$ cat src/rtl/queue_alloc_pkg.sv
// queue_alloc_pkg
//   Shared helpers for the queue enqueue-slot scheduler:
//   - req_idx_w / cnt_width : width helpers for requester index and occupancy
//   - min_int               : integer minimum used for the grant limit
//   - req_idx_t             : requester index type for the default 4-requester build
package queue_alloc_pkg;

  localparam int NumReqDefault = 4;

  typedef logic [$clog2(NumReqDefault)-1:0] req_idx_t;

  function automatic int req_idx_w(input int num_req);
    return $clog2(num_req);
  endfunction

  function automatic int cnt_width(input int depth);
    return $clog2(depth + 1);
  endfunction

  function automatic int min_int(input int a, input int b);
    return (a < b) ? a : b;
  endfunction

endpackage

$ cat src/rtl/queue_alloc_scheduler_rr_multi_picker.sv
// rr_multi_picker
//   Pure combinational circular scan: starting at start_idx, grants the first
//   `limit` valid requesters in order start_idx, start_idx+1, ... mod NumReq.
//   The k-th grant lands in slot k.
// Ports:
//   valid      in  NumReq          requester valid vector
//   start_idx  in  ReqIdxW         highest-priority requester
//   limit      in  LimW            maximum grants this cycle (0..EnqWidth)
//   grant_mask out NumReq          one bit per granted requester
//   slot_idx   out EnqWidth x ReqIdxW  requester index per slot, 0 when unused
//   grant_cnt  out LimW            number of grants issued
//   last_idx   out ReqIdxW         index of the last granted requester
module rr_multi_picker
  import queue_alloc_pkg::*;
#(
  parameter int NumReq   = 4,
  parameter int EnqWidth = 2,
  localparam int ReqIdxW = req_idx_w(NumReq),
  localparam int LimW    = $clog2(EnqWidth + 1)
) (
  input  logic [NumReq-1:0]                 valid,
  input  logic [ReqIdxW-1:0]                start_idx,
  input  logic [LimW-1:0]                   limit,
  output logic [NumReq-1:0]                 grant_mask,
  output logic [EnqWidth-1:0][ReqIdxW-1:0]  slot_idx,
  output logic [LimW-1:0]                   grant_cnt,
  output logic [ReqIdxW-1:0]                last_idx
);

  always_comb begin
    int n;
    int j;
    grant_mask = '0;
    slot_idx   = '0;
    last_idx   = start_idx;
    n          = 0;
    j          = 0;
    for (int i = 0; i < NumReq; i++) begin
      j = int'(start_idx) + i;
      if (j >= NumReq) j = j - NumReq;
      if (valid[j] && (n < int'(limit))) begin
        grant_mask[j] = 1'b1;
        // Fixed-index slot write avoids a variable array index.
        for (int k = 0; k < EnqWidth; k++) begin
          if (k == n) slot_idx[k] = ReqIdxW'(j);
        end
        last_idx = ReqIdxW'(j);
        n        = n + 1;
      end
    end
    grant_cnt = LimW'(n);
  end

endmodule

$ cat src/rtl/queue_alloc_scheduler.sv
// queue_alloc_scheduler
//   Shares the EnqWidth enqueue slots of a circular queue among NumReq
//   requesters with multi-grant round-robin, tracking occupancy so that no
//   more entries are granted than the queue has free.
// Ports:
//   clk          in   clock
//   rstn         in   synchronous active-low reset
//   req_valid_i  in   NumReq per-requester enqueue request
//   req_ready_o  out  NumReq grant (transfer on valid && ready)
//   enq_fire_o   out  EnqWidth slot fires, contiguous from bit 0
//   enq_sel_o    out  EnqWidth*ReqIdxW requester index per slot (0 if idle)
//   deq_fire_i   in   DeqWidth dequeue fires from the consumer
//   flush_i      in   empties the queue, blocks grants that cycle
//   count_o      out  CntWidth registered occupancy
//   full_o       out  count_o == Depth
//   empty_o      out  count_o == 0
// Build option:
//   QUEUE_ALLOC_SCHED_DEQ_BYPASS_EN - same-cycle dequeues add to free space,
//   creating a deq_fire_i -> req_ready_o combinational path.
module queue_alloc_scheduler
  import queue_alloc_pkg::*;
#(
  parameter int Depth    = 8,
  parameter int NumReq   = 4,
  parameter int EnqWidth = 2,
  parameter int DeqWidth = 2,
  localparam int ReqIdxW  = req_idx_w(NumReq),
  localparam int CntWidth = cnt_width(Depth),
  localparam int LimW     = $clog2(EnqWidth + 1)
) (
  input  logic                          clk,
  input  logic                          rstn,
  input  logic [NumReq-1:0]             req_valid_i,
  output logic [NumReq-1:0]             req_ready_o,
  output logic [EnqWidth-1:0]           enq_fire_o,
  output logic [EnqWidth*ReqIdxW-1:0]   enq_sel_o,
  input  logic [DeqWidth-1:0]           deq_fire_i,
  input  logic                          flush_i,
  output logic [CntWidth-1:0]           count_o,
  output logic                          full_o,
  output logic                          empty_o
);

  localparam int CntP1 = CntWidth + 1;

  logic [CntWidth-1:0]                count_q;
  logic [ReqIdxW-1:0]                 rr_ptr_q;
  logic [LimW-1:0]                    grant_limit;
  logic [NumReq-1:0]                  grant_mask;
  logic [EnqWidth-1:0][ReqIdxW-1:0]   slot_idx;
  logic [LimW-1:0]                    grant_cnt;
  logic [ReqIdxW-1:0]                 last_idx;
  logic [CntP1-1:0]                   enq_cnt;
  logic [CntP1-1:0]                   deq_cnt;
  logic [CntP1-1:0]                   count_sum;
  logic [CntWidth-1:0]                count_d;

  // Popcounts of the dequeue and enqueue fire vectors.
  always_comb begin
    deq_cnt = '0;
    for (int k = 0; k < DeqWidth; k++) begin
      deq_cnt = deq_cnt + CntP1'(deq_fire_i[k]);
    end
    enq_cnt = '0;
    for (int k = 0; k < EnqWidth; k++) begin
      enq_cnt = enq_cnt + CntP1'(enq_fire_o[k]);
    end
  end

  always_comb begin
    int free_i;
    free_i = Depth - int'(count_q);
`ifdef QUEUE_ALLOC_SCHED_DEQ_BYPASS_EN
    free_i = free_i + int'(deq_cnt);
`endif
    if (free_i < 0) free_i = 0;
    if (flush_i) grant_limit = '0;
    else         grant_limit = LimW'(min_int(EnqWidth, free_i));
  end

  rr_multi_picker #(
    .NumReq   (NumReq),
    .EnqWidth (EnqWidth)
  ) u_picker (
    .valid      (req_valid_i),
    .start_idx  (rr_ptr_q),
    .limit      (grant_limit),
    .grant_mask (grant_mask),
    .slot_idx   (slot_idx),
    .grant_cnt  (grant_cnt),
    .last_idx   (last_idx)
  );

  always_comb begin
    req_ready_o = grant_mask;
    enq_fire_o  = '0;
    enq_sel_o   = '0;
    for (int k = 0; k < EnqWidth; k++) begin
      enq_fire_o[k]                  = (k < int'(grant_cnt));
      enq_sel_o[k*ReqIdxW +: ReqIdxW] = slot_idx[k];
    end
  end

  // Illegal over-dequeue saturates at zero rather than wrapping.
  always_comb begin
    count_sum = {1'b0, count_q} + enq_cnt;
    if (flush_i)                   count_d = '0;
    else if (count_sum < deq_cnt)  count_d = '0;
    else                           count_d = CntWidth'(count_sum - deq_cnt);
  end

  always_ff @(posedge clk) begin
    if (!rstn) begin
      count_q  <= '0;
      rr_ptr_q <= '0;
    end else begin
      count_q <= count_d;
      if (|grant_mask) begin
        rr_ptr_q <= (last_idx == ReqIdxW'(NumReq - 1)) ? '0 : last_idx + ReqIdxW'(1);
      end
    end
  end

  always_ff @(posedge clk) begin
    if (rstn && !flush_i) begin
      assert ({1'b0, count_q} >= deq_cnt)
        else $warning("dequeue underflow: deq_cnt=%0d count=%0d, occupancy held at zero",
                      deq_cnt, count_q);
    end
  end

  assign count_o = count_q;
  assign full_o  = (count_q == CntWidth'(Depth));
  assign empty_o = (count_q == '0);

endmodule

$ cat config.mk
export PLATFORM = sky130hd
export DESIGN_NAME = queue_alloc_scheduler
export DESIGN_NICKNAME = d
export VERILOG_FILES = /design/src/rtl/queue_alloc_pkg.sv /design/src/rtl/queue_alloc_scheduler_rr_multi_picker.sv /design/src/rtl/queue_alloc_scheduler.sv
export SDC_FILE = /design/constraint.sdc
export NUM_CORES = 1
export LEC_CHECK = 0
export BUFFER_PORTS_ARGS = -buffer_cell sky130_fd_sc_hd__buf_2
export CAP_MARGIN = 20
export CORE_ASPECT_RATIO = 1.1
export CORE_MARGIN = 2
export CORE_UTILIZATION = 35
export CTS_BUF_LIST = sky130_fd_sc_hd__clkbuf_2
export DETAILED_ROUTE_END_ITERATION = 8
export SLEW_MARGIN = 10
export SYNTH_ARGS = -nofsm -noshare
export SYNTH_HDL_FRONTEND = slang
export SYNTH_SLANG_ARGS = --single-unit
export TNS_END_PERCENT = 1
$ cat constraint.sdc
create_clock -name clk -period 13.9 [get_ports clk]
set_input_delay 2.78 -clock clk [delete_from_list [all_inputs] [get_ports clk]]
set_output_delay 2.78 -clock clk [all_outputs]
set_load 0.02 [all_outputs]
-- After elaboration in Yosys (flattened, before gate mapping)
Cells that the tools add are included.
- magnitude comparators: 21
- muxes and demuxes: 50
- bitwise operators: 4
- reductions and logical operators: 14
- equality and inequality tests: 5
- $add $sub $neg: 16
- operator list (cell ; count):
    32-bit two-way mux ; 7
    32-bit by 1-bit >= comparator with 1-bit output, second input constant ; 4
    32-bit by 4-bit less-than comparator with 1-bit output, second input constant ; 4
    32-bit by 4-bit >= comparator with 1-bit output, second input constant ; 3
    32-bit zero test ; 3
    32-bit by 4-bit subtractor with 32-bit output, second input constant ; 3
    2-bit by 32-bit equality test with 1-bit output, first input constant ; 2
    32-bit by 3-bit less-than comparator with 1-bit output ; 2
    32-bit by 2-bit adder with 32-bit output, second input constant ; 1
    3-bit by 32-bit less-than comparator with 1-bit output, first input constant ; 1
    2-bit two-way mux ; 15
    4-bit two-way mux ; 7
    1-bit two-way mux ; 13
    4-bit bitwise OR ; 3
    1-bit binary-select mux with 2-bit select ; 4
    1-bit demux with 2-bit select ; 4
    1-bit logical AND ; 8
    2-bit by 2-bit adder with 3-bit output, second input constant ; 2
    1-bit by 2-bit less-than comparator with 1-bit output, first input constant ; 3
    4-bit by 2-bit adder with 5-bit output ; 1
    5-bit by 1-bit less-than comparator with 1-bit output, second input constant ; 1
    5-bit by 2-bit less-than comparator with 1-bit output ; 1
    4-bit by 4-bit subtractor with 5-bit output, first input constant ; 1
    1-bit by 1-bit adder with 2-bit output ; 2
    15 further kinds ; 15
- logic and storage cells: 112
- flip-flop bits (word level): 6
- output and inout port bits: 16

-- Longest topological paths before layout
Gate-level depths: netlist of run 1.
- word-level depth: 23
- gate-level depth with buffers: 28

-- By module
From an unflattened synthesis of run 1, not the netlist that was laid out.
- cell total of the unflattened synthesis: 170
- area total of the unflattened synthesis: 1352.5 um^2
- by module, submodules not included (module ; cells each ; area an instance (um^2) ; seq. area each (um^2) ; times used):
    rr_multi_picker ; 100 ; 768.2 ; 0.0 ; 1
    queue_alloc_scheduler ; 70 ; 584.3 ; 120.1 ; 1

-- Worst setup path before layout of run 1
Ideal clock, no wire load.
- path type: input-to-output
- start: input req_valid_i[3]
- end: output enq_sel_o[2]
- data arrival time: 6396 ps
- buffers on the path: 1
- slack: 4724 ps
- data required time: 11120 ps
- cell stages on the path: 15
- cell sequence: mux4_2 -> buf_2 -> inv_2 -> a22o_1 -> nand2_1 -> ha_1 -> o31a_1 -> or2_1 -> a21o_4 -> ha_1 -> nor3_1 -> o221ai_2 -> a211oi_2 -> nand2_1 -> o211ai_1
- longest elaborated chain between the ends: 14
- elaborated cells between the ends (all ways): 33
- ends and longest elaborated chain (element ; line ; RTL):
    from (decl) ; queue_alloc_scheduler.sv:33 ; input logic [NumReq-1:0] req_valid_i,
    1-bit binary-select mux with 2-bit select ; queue_alloc_scheduler_rr_multi_picker.sv:41 ; if (valid[j] && (n < int'(limit))) begin
    1-bit two-way mux (implied by the code) (2 in a row) ; queue_alloc_scheduler_rr_multi_picker.sv:41 ;
    1-bit logical AND ; queue_alloc_scheduler_rr_multi_picker.sv:41 ;
    1-bit two-way mux ; queue_alloc_scheduler_rr_multi_picker.sv:41 ;
    1-bit by 2-bit less-than comparator with 1-bit output ; queue_alloc_scheduler_rr_multi_picker.sv:41 ;
    1-bit logical AND ; queue_alloc_scheduler_rr_multi_picker.sv:41 ;
    32-bit two-way mux ; queue_alloc_scheduler_rr_multi_picker.sv:41 ;
    32-bit by 3-bit less-than comparator with 1-bit output ; queue_alloc_scheduler_rr_multi_picker.sv:41 ;
    1-bit logical AND ; queue_alloc_scheduler_rr_multi_picker.sv:41 ;
    32-bit two-way mux ; queue_alloc_scheduler_rr_multi_picker.sv:41 ;
    32-bit by 3-bit less-than comparator with 1-bit output or 2-bit by 32-bit equality test with 1-bit output (tied branches) ; queue_alloc_scheduler_rr_multi_picker.sv:41, queue_alloc_scheduler_rr_multi_picker.sv:45 ;
    1-bit logical AND or 2-bit two-way mux (tied branches) ; queue_alloc_scheduler_rr_multi_picker.sv:41, queue_alloc_scheduler_rr_multi_picker.sv:45 ;
    4-bit two-way mux (*) ; queue_alloc_scheduler_rr_multi_picker.sv:41 ;
    to (decl) ; queue_alloc_scheduler.sv:36 ; output logic [EnqWidth*ReqIdxW-1:0] enq_sel_o,
Mark *: on every way between the ends. The rest lies on a longest branch, timed or not. The select of a mux whose other input is x is not followed.

-- Final worst setup path of run 1
- start: input flush_i
- end: output enq_sel_o[2]
- longest elaborated chain between the ends: 13
- elaborated cells between the ends (all ways): 23
- ends and longest elaborated chain (element ; line ; RTL):
    from (decl) ; queue_alloc_scheduler.sv:38 ; input logic flush_i,
    2-bit two-way mux (*) ; queue_alloc_scheduler.sv:77 ; if (flush_i) grant_limit = '0;
    1-bit by 2-bit less-than comparator with 1-bit output ; queue_alloc_scheduler_rr_multi_picker.sv:41 ;
    1-bit logical AND ; queue_alloc_scheduler_rr_multi_picker.sv:41 ;
    1-bit two-way mux ; queue_alloc_scheduler_rr_multi_picker.sv:41 ;
    1-bit by 2-bit less-than comparator with 1-bit output ; queue_alloc_scheduler_rr_multi_picker.sv:41 ;
    1-bit logical AND ; queue_alloc_scheduler_rr_multi_picker.sv:41 ;
    32-bit two-way mux ; queue_alloc_scheduler_rr_multi_picker.sv:41 ;
    32-bit by 3-bit less-than comparator with 1-bit output ; queue_alloc_scheduler_rr_multi_picker.sv:41 ;
    1-bit logical AND ; queue_alloc_scheduler_rr_multi_picker.sv:41 ;
    32-bit two-way mux ; queue_alloc_scheduler_rr_multi_picker.sv:41 ;
    32-bit by 3-bit less-than comparator with 1-bit output or 2-bit by 32-bit equality test with 1-bit output (tied branches) ; queue_alloc_scheduler_rr_multi_picker.sv:41, queue_alloc_scheduler_rr_multi_picker.sv:45 ;
    1-bit logical AND or 2-bit two-way mux (tied branches) ; queue_alloc_scheduler_rr_multi_picker.sv:41, queue_alloc_scheduler_rr_multi_picker.sv:45 ;
    4-bit two-way mux (*) ; queue_alloc_scheduler_rr_multi_picker.sv:41 ;
Mark *: on every way between the ends. The rest lies on a longest branch, timed or not.

==> metrics.cfg, run 1 <==
[outcome]
status = finished, final reports clean

[logic_synthesis]
synth_sequential_area_ratio_pct = 7.57
synth_nets = 218
synth_area_leaders = ha_1 (17%), dfxtp_1 (7.6%), mux2i_1 (4.4%)
yosysMostFrequentCell = ha_1
ys_ff_latch = 6
synth_flop_cell = dfxtp_1
synthDistinctLibCells = 63
synthDominantCellAreaShare_pct = 16.5
synth_warnings = 0
synth_top_cells_by_count = ha_1 (21), inv_1 (17), nand2_1 (14)
yosysTopAreaCell = ha_1
syn_area_sq_um = 1590
syn_area_per_cell_sq_um = 8.49
syn_inst = 187
async_flop_share_pct = 0
synth_edf_count = 0

[routing]
via_per_inst = 5.64
totalWireLength_um = 3920
post_drt_wl_per_cell_um = 14.8
ant_nets = 0
drc = 0
first_pass_iters = 4
vias = 1490
first_iter_violations = 77

[clocking]
ctsHoldBuffers = 0
cts.path.max_buffers = 2
cts-resized-gates = 0
clock_sinks = 6
root_buffer = clkbuf_2
cts.clk_slew.worst_paths_ns = 0.06
cts_tree = yes
numCtsBuffers = 3
cts-htree-levels = 1
clock_latency_ns = 0.23
cts_setup_buffers = 0

[worst_setup_path]
start_kind = primary input
r2r_start = rr_ptr_q[1]
cp-end-kind = primary output
cp_cell_sequence = buf_2, nor3b_1, a22o_1, nand2_1, ha_1, o31a_1, or2_1, a21o_4, ha_1, nor3_1, o221ai_2, a211oi_2, nand2_1, nand4_1, o211ai_1, buf_2
reg2reg_depth = 24
crit_fanout = 10
critPathArrivalTime_ns = 7.08
slowest_stage = nor3b_1
critPathKind = in2out
r2r_slack_ns = 6.83
reg2reg_to = count_o[3]
required_ns = 11.12
slowest_delay_ns = 0.84

[die]
core_area_sq_um = 4320
rows = 25
die-area_sq_um = 5090
start_util_pct = 36.8
dieHeight_um = 74.6
die_x_um = 68.2
ios = 25

[global_route]
grt_pass1_vias = 1409
grt_pass1_wl_um = 6480
grt_usage_pct = 16.5
overflow = 0
grt_start_max_net_pins = 18
antenna_found_initial = 0

[hold_path]
hold_path_depth = 3
hold_path.class = reg2reg

[sta]
fin_crit_sh_pct = 71.0
fmax_ghz = 0.101
rsz0062_at_grt = no
worst_pin_slew_ns = 1.05
drv_slew = 0
final-hold-violation-count = 0
finalCriticalPeriod_ns = 9.86
fin_skew_ns = 0.00128
slew-limit-headroom_pct = 29.7
final.setup.tns_ns = 0
fin_ws_ns = 4.04
finalSetupViolCount = 0

[power]
p_per_area_nw_per_um2 = 268
p_leak_nw = 0.786
vdd_ir_drop_max_v = 0.000179
p_total_mw = 0.471

[cells_and_area]
fin_nets = 243
drive_above_1_share_pct = 26.7
diodes = 0
synthToLayoutAreaGrowth_pct = 10.7

[flow_run]
maxCapViolCount = 0

[placement]
place_worst_setup_slack_ns = 4.06
place_congestion = 0.930
portBuffers = 24
hpwl_um = 3170

power by group:
| part | internal (mW) | total (mW) | switching [mW] | leakage [nW] |
|---|---|---|---|---|
| clock | 0.00585 | 0.0125 | 0.00661 | 0.0125 |
| combinational | 0.171 | 0.427 | 0.256 | 0.725 |
| sequential | 0.0226 | 0.0320 | 0.00942 | 0.0491 |
kinds of logic after synthesis:
family	count (synthesis)	synth area share, %
and+or+nand+nor	69	25.8
AOI/OAI and AO/OA	47	28.5
buffers and inverters	25	7.57
adders and majority gates	22	17.8
muxes	12	9.38
xor gates and xnor gates	6	3.31
DFF	6	7.57
worst max-delay path by stage:
| stage | start | endpoint | slack (ns) |
|---|---|---|---|
| 2_1_floorplan | req_valid_i[3] | enq_sel_o[2] | 4.72 |
| 3_3_place_gp | flush_i | enq_sel_o[2] | 4.07 |
| 3_5_place_dp | flush_i | enq_sel_o[2] | 4.06 |
| 4_1_cts | flush_i | enq_sel_o[2] | 4.04 |
| 5_1_grt | flush_i | enq_sel_o[2] | 3.67 |
| 6_report | flush_i | enq_sel_o[2] | 4.04 |
layout make-up:
class | instances | area [sq um]
fill | 454 | 2560
multi-input combinational | 156 | 1350
timing repair buffer | 25 | 128
sequential | 6 | 120
inverter | 20 | 80.1
tap | 54 | 67.6
clock buffer | 3 | 15.0
layout by cell type, fill, tap and decap left out, types with 2 or more instances in the layout:
cell	count
o211ai_1	4
a21oi_1	3
dfxtp_1	6
mux4_2	2
or2_1	4
inv_1	17
o31ai_1	3
nor3_1	7
inv_2	2
clkbuf_2	3
nand3_1	5
o21ai_2	2
nor2_1	11
nor3b_1	2
a211oi_2	2
nor2b_1	3
nand2_1	14
a2111oi_2	2
a311oi_1	3
nand4_1	5
a2111o_1	3
and4_1	3
a221oi_2	2
ha_1	21
o21ai_0	3
nand2b_1	4
mux2_2	3
xor2_1	2
xnor2_1	4
buf_2	24
mux2i_1	7
a31oi_1	2
a211o_1	2
layer usage:
metal	global-route usage (%)	wire, um	up-vias
li1	-	-	754
met1	21.3	1770	704
met2	28.7	1970	28
met3	2.39	125	4
met4	4.00	51	0
met5	0	0	-
critical path: cells and delay by family:
family / cells / cell delay [ns]
AO/OA/AOI/OAI: 6 / 1.64
buffers and inverters: 2 / 0.29
adder cells (fa/ha/maj): 2 / 0.56
AND/OR/NAND/NOR: 6 / 1.81
through the flow:
step                utilization (%)  instance area, sq um  hold slack [ns]  cells
finish                         40.7                  1760            0.678    264
global route                   40.7                  1760            0.720    264
floorplan                         -                  1590            0.733    187
detailed placement             40.4                  1740            0.678    261
CTS                            40.7                  1760            0.686    264
global placement               40.4                  1740            0.671    261
No activity file was read; power rests on OpenSTA's default activity.
==> run 2, diff against run 1 <==
==> constraint.sdc (replaced) <==
create_clock -name clk -period 9.57 [get_ports clk]
set_input_delay 1.914 -clock clk [delete_from_list [all_inputs] [get_ports clk]]
set_output_delay 1.914 -clock clk [all_outputs]
set_load 0.02 [all_outputs]
==> metrics.cfg, run 2 (synthesis gave the netlist of run 1 again) <==
[cells_and_area]
fillers = 454
synthToLayoutAreaGrowth_pct = 11.2
final_cell_mix = buf_2 (24), ha_1 (21), inv_1 (17)
drive_above_1_share_pct = 27.0
final_design_area_no_fill_sq_um = 1770
diodes = 0
multi_input_area_sq_um = 1350
fin_nets = 244
seq_area_sq_um = 120
layout_commonest_cell = buf_2

[clocking]
cts_setup_buffers = 0
cts-resized-gates = 0
ctsHoldBuffers = 0
cts_tree = yes
cts.path.max_buffers = 2
clock_latency_ns = 0.21
numCtsBuffers = 3
clock_sinks = 6
cts.clk_slew.worst_paths_ns = 0.06
root_buffer = clkbuf_2
cts-htree-levels = 1

[sta]
final.setup.tns_ns = 0
drv_slew = 0
fmax_ghz = 0.126
finalCriticalPeriod_ns = 7.95
finalSetupViolCount = 0
worst_pin_slew_ns = 0.565
fin_skew_ns = 0.00701
fin_crit_sh_pct = 83.1
fin_ws_ns = 1.62
rsz0062_at_grt = no
slew-limit-headroom_pct = 62.0
final-hold-violation-count = 0
holdWs_ns = 0.678

[worst_setup_path]
cp_cell_sequence = buf_2, mux4_2, inv_2, a22o_1, nand2_1, ha_1, o31a_1, or2_1, a21o_4, ha_1, nor3_1, o221ai_2, a211oi_2, nand2_1, nand4_1, o211ai_1, buf_2
critPathKind = in2out
slowest_stage = mux4_2
crit_family = compound AO/OA/AOI/OAI gates
crit_buf_inv = 3
required_ns = 7.66
critPathArrivalTime_ns = 6.04
slowest_delay_ns = 0.59
start_kind = primary input
cp-startpoint = req_valid_i[3]
r2r_start = rr_ptr_q[1]
cp-end-kind = primary output
crit_fanout = 10

[die]
die_x_um = 68.2
dieHeight_um = 74.6
rows = 25
ios = 25
start_util_pct = 36.8
die-area_sq_um = 5090
core_area_sq_um = 4320

[routing]
post_drt_wl_per_cell_um = 14.4
vias = 1495
via_per_inst = 5.64
first_iter_violations = 106
ant_nets = 0
first_pass_iters = 4
totalWireLength_um = 3810
drc = 0

[flow_run]
maxCapViolCount = 0

[global_route]
grt_start_max_net_pins = 18
grt_pass1_wl_um = 6460
grt_usage_pct = 16.2
antenna_found_initial = 0
overflow = 0
grt_pass1_vias = 1373

[outcome]
status = finished, final reports clean

[placement]
place_worst_setup_slack_ns = 1.66
hpwl_um = 3040
place_congestion = 0.942
portBuffers = 24
placed_cell_area_sq_um = 1750

[power]
vdd_ir_drop_max_v = 0.000225
p_leak_nw = 0.792
p_per_area_nw_per_um2 = 385

[hold_path]
hold_path.class = reg2reg

-- run 2: area by class of cell --
| class | instances | share of cell area (%) |
|---|---|---|
| flip-flops and latches | 6 | 6.80 |
| inverters | 20 | 4.54 |
| multi-input cells | 156 | 76.3 |
| well taps | 54 | 3.83 |
| clock buffers | 3 | 0.850 |
| repair buffers | 26 | 7.65 |
-- run 2: per-layer routing --
| layer | up-vias | track usage [%] | share of wire (%) |
|---|---|---|---|
| met2 | 40 | 25.5 | 45 |
| li1 | 767 | - | - |
| met1 | 678 | 22.9 | 47 |
| met3 | 10 | 2.24 | 4.6 |
| met5 | - | 0 | 0 |
| met4 | 0 | 4.89 | 2.9 |
-- run 2: worst min-delay path, cell delays in order, from the launching register on --
cell	delay, ns
dfxtp_1	0.33
inv_1	0.15
nand2_1	0.09
mux2i_1	0.06
-- run 2: power breakdown --
group / internal, mW / switching [mW] / total (mW)
sequential: 0.0328 / 0.0137 / 0.0465
combinational: 0.248 / 0.368 / 0.616
clock: 0.00850 / 0.00845 / 0.0170
total: 0.290 / 0.390 / 0.680
-- run 2: final timing paths --
check / depth (start not counted) / endpoint / slack, ns
setup / recovery: 17 / enq_sel_o[2] / 1.62
hold / removal: 3 / flop / 0.68
setup reg to reg: 24 / count_o[3] / 2.56
hold reg to reg: 3 / flop / 0.68
-- run 2: metrics by stage --
stage | utilization (%) | instances | power [mW]
after global routing | 40.9 | 265 | 0.754
final | 40.9 | 265 | 0.680
after global placement | 40.6 | 262 | 0.665
after CTS | 40.9 | 265 | 0.686
after floorplan | - | 187 | 0.539
after detailed placement | 40.6 | 262 | 0.663
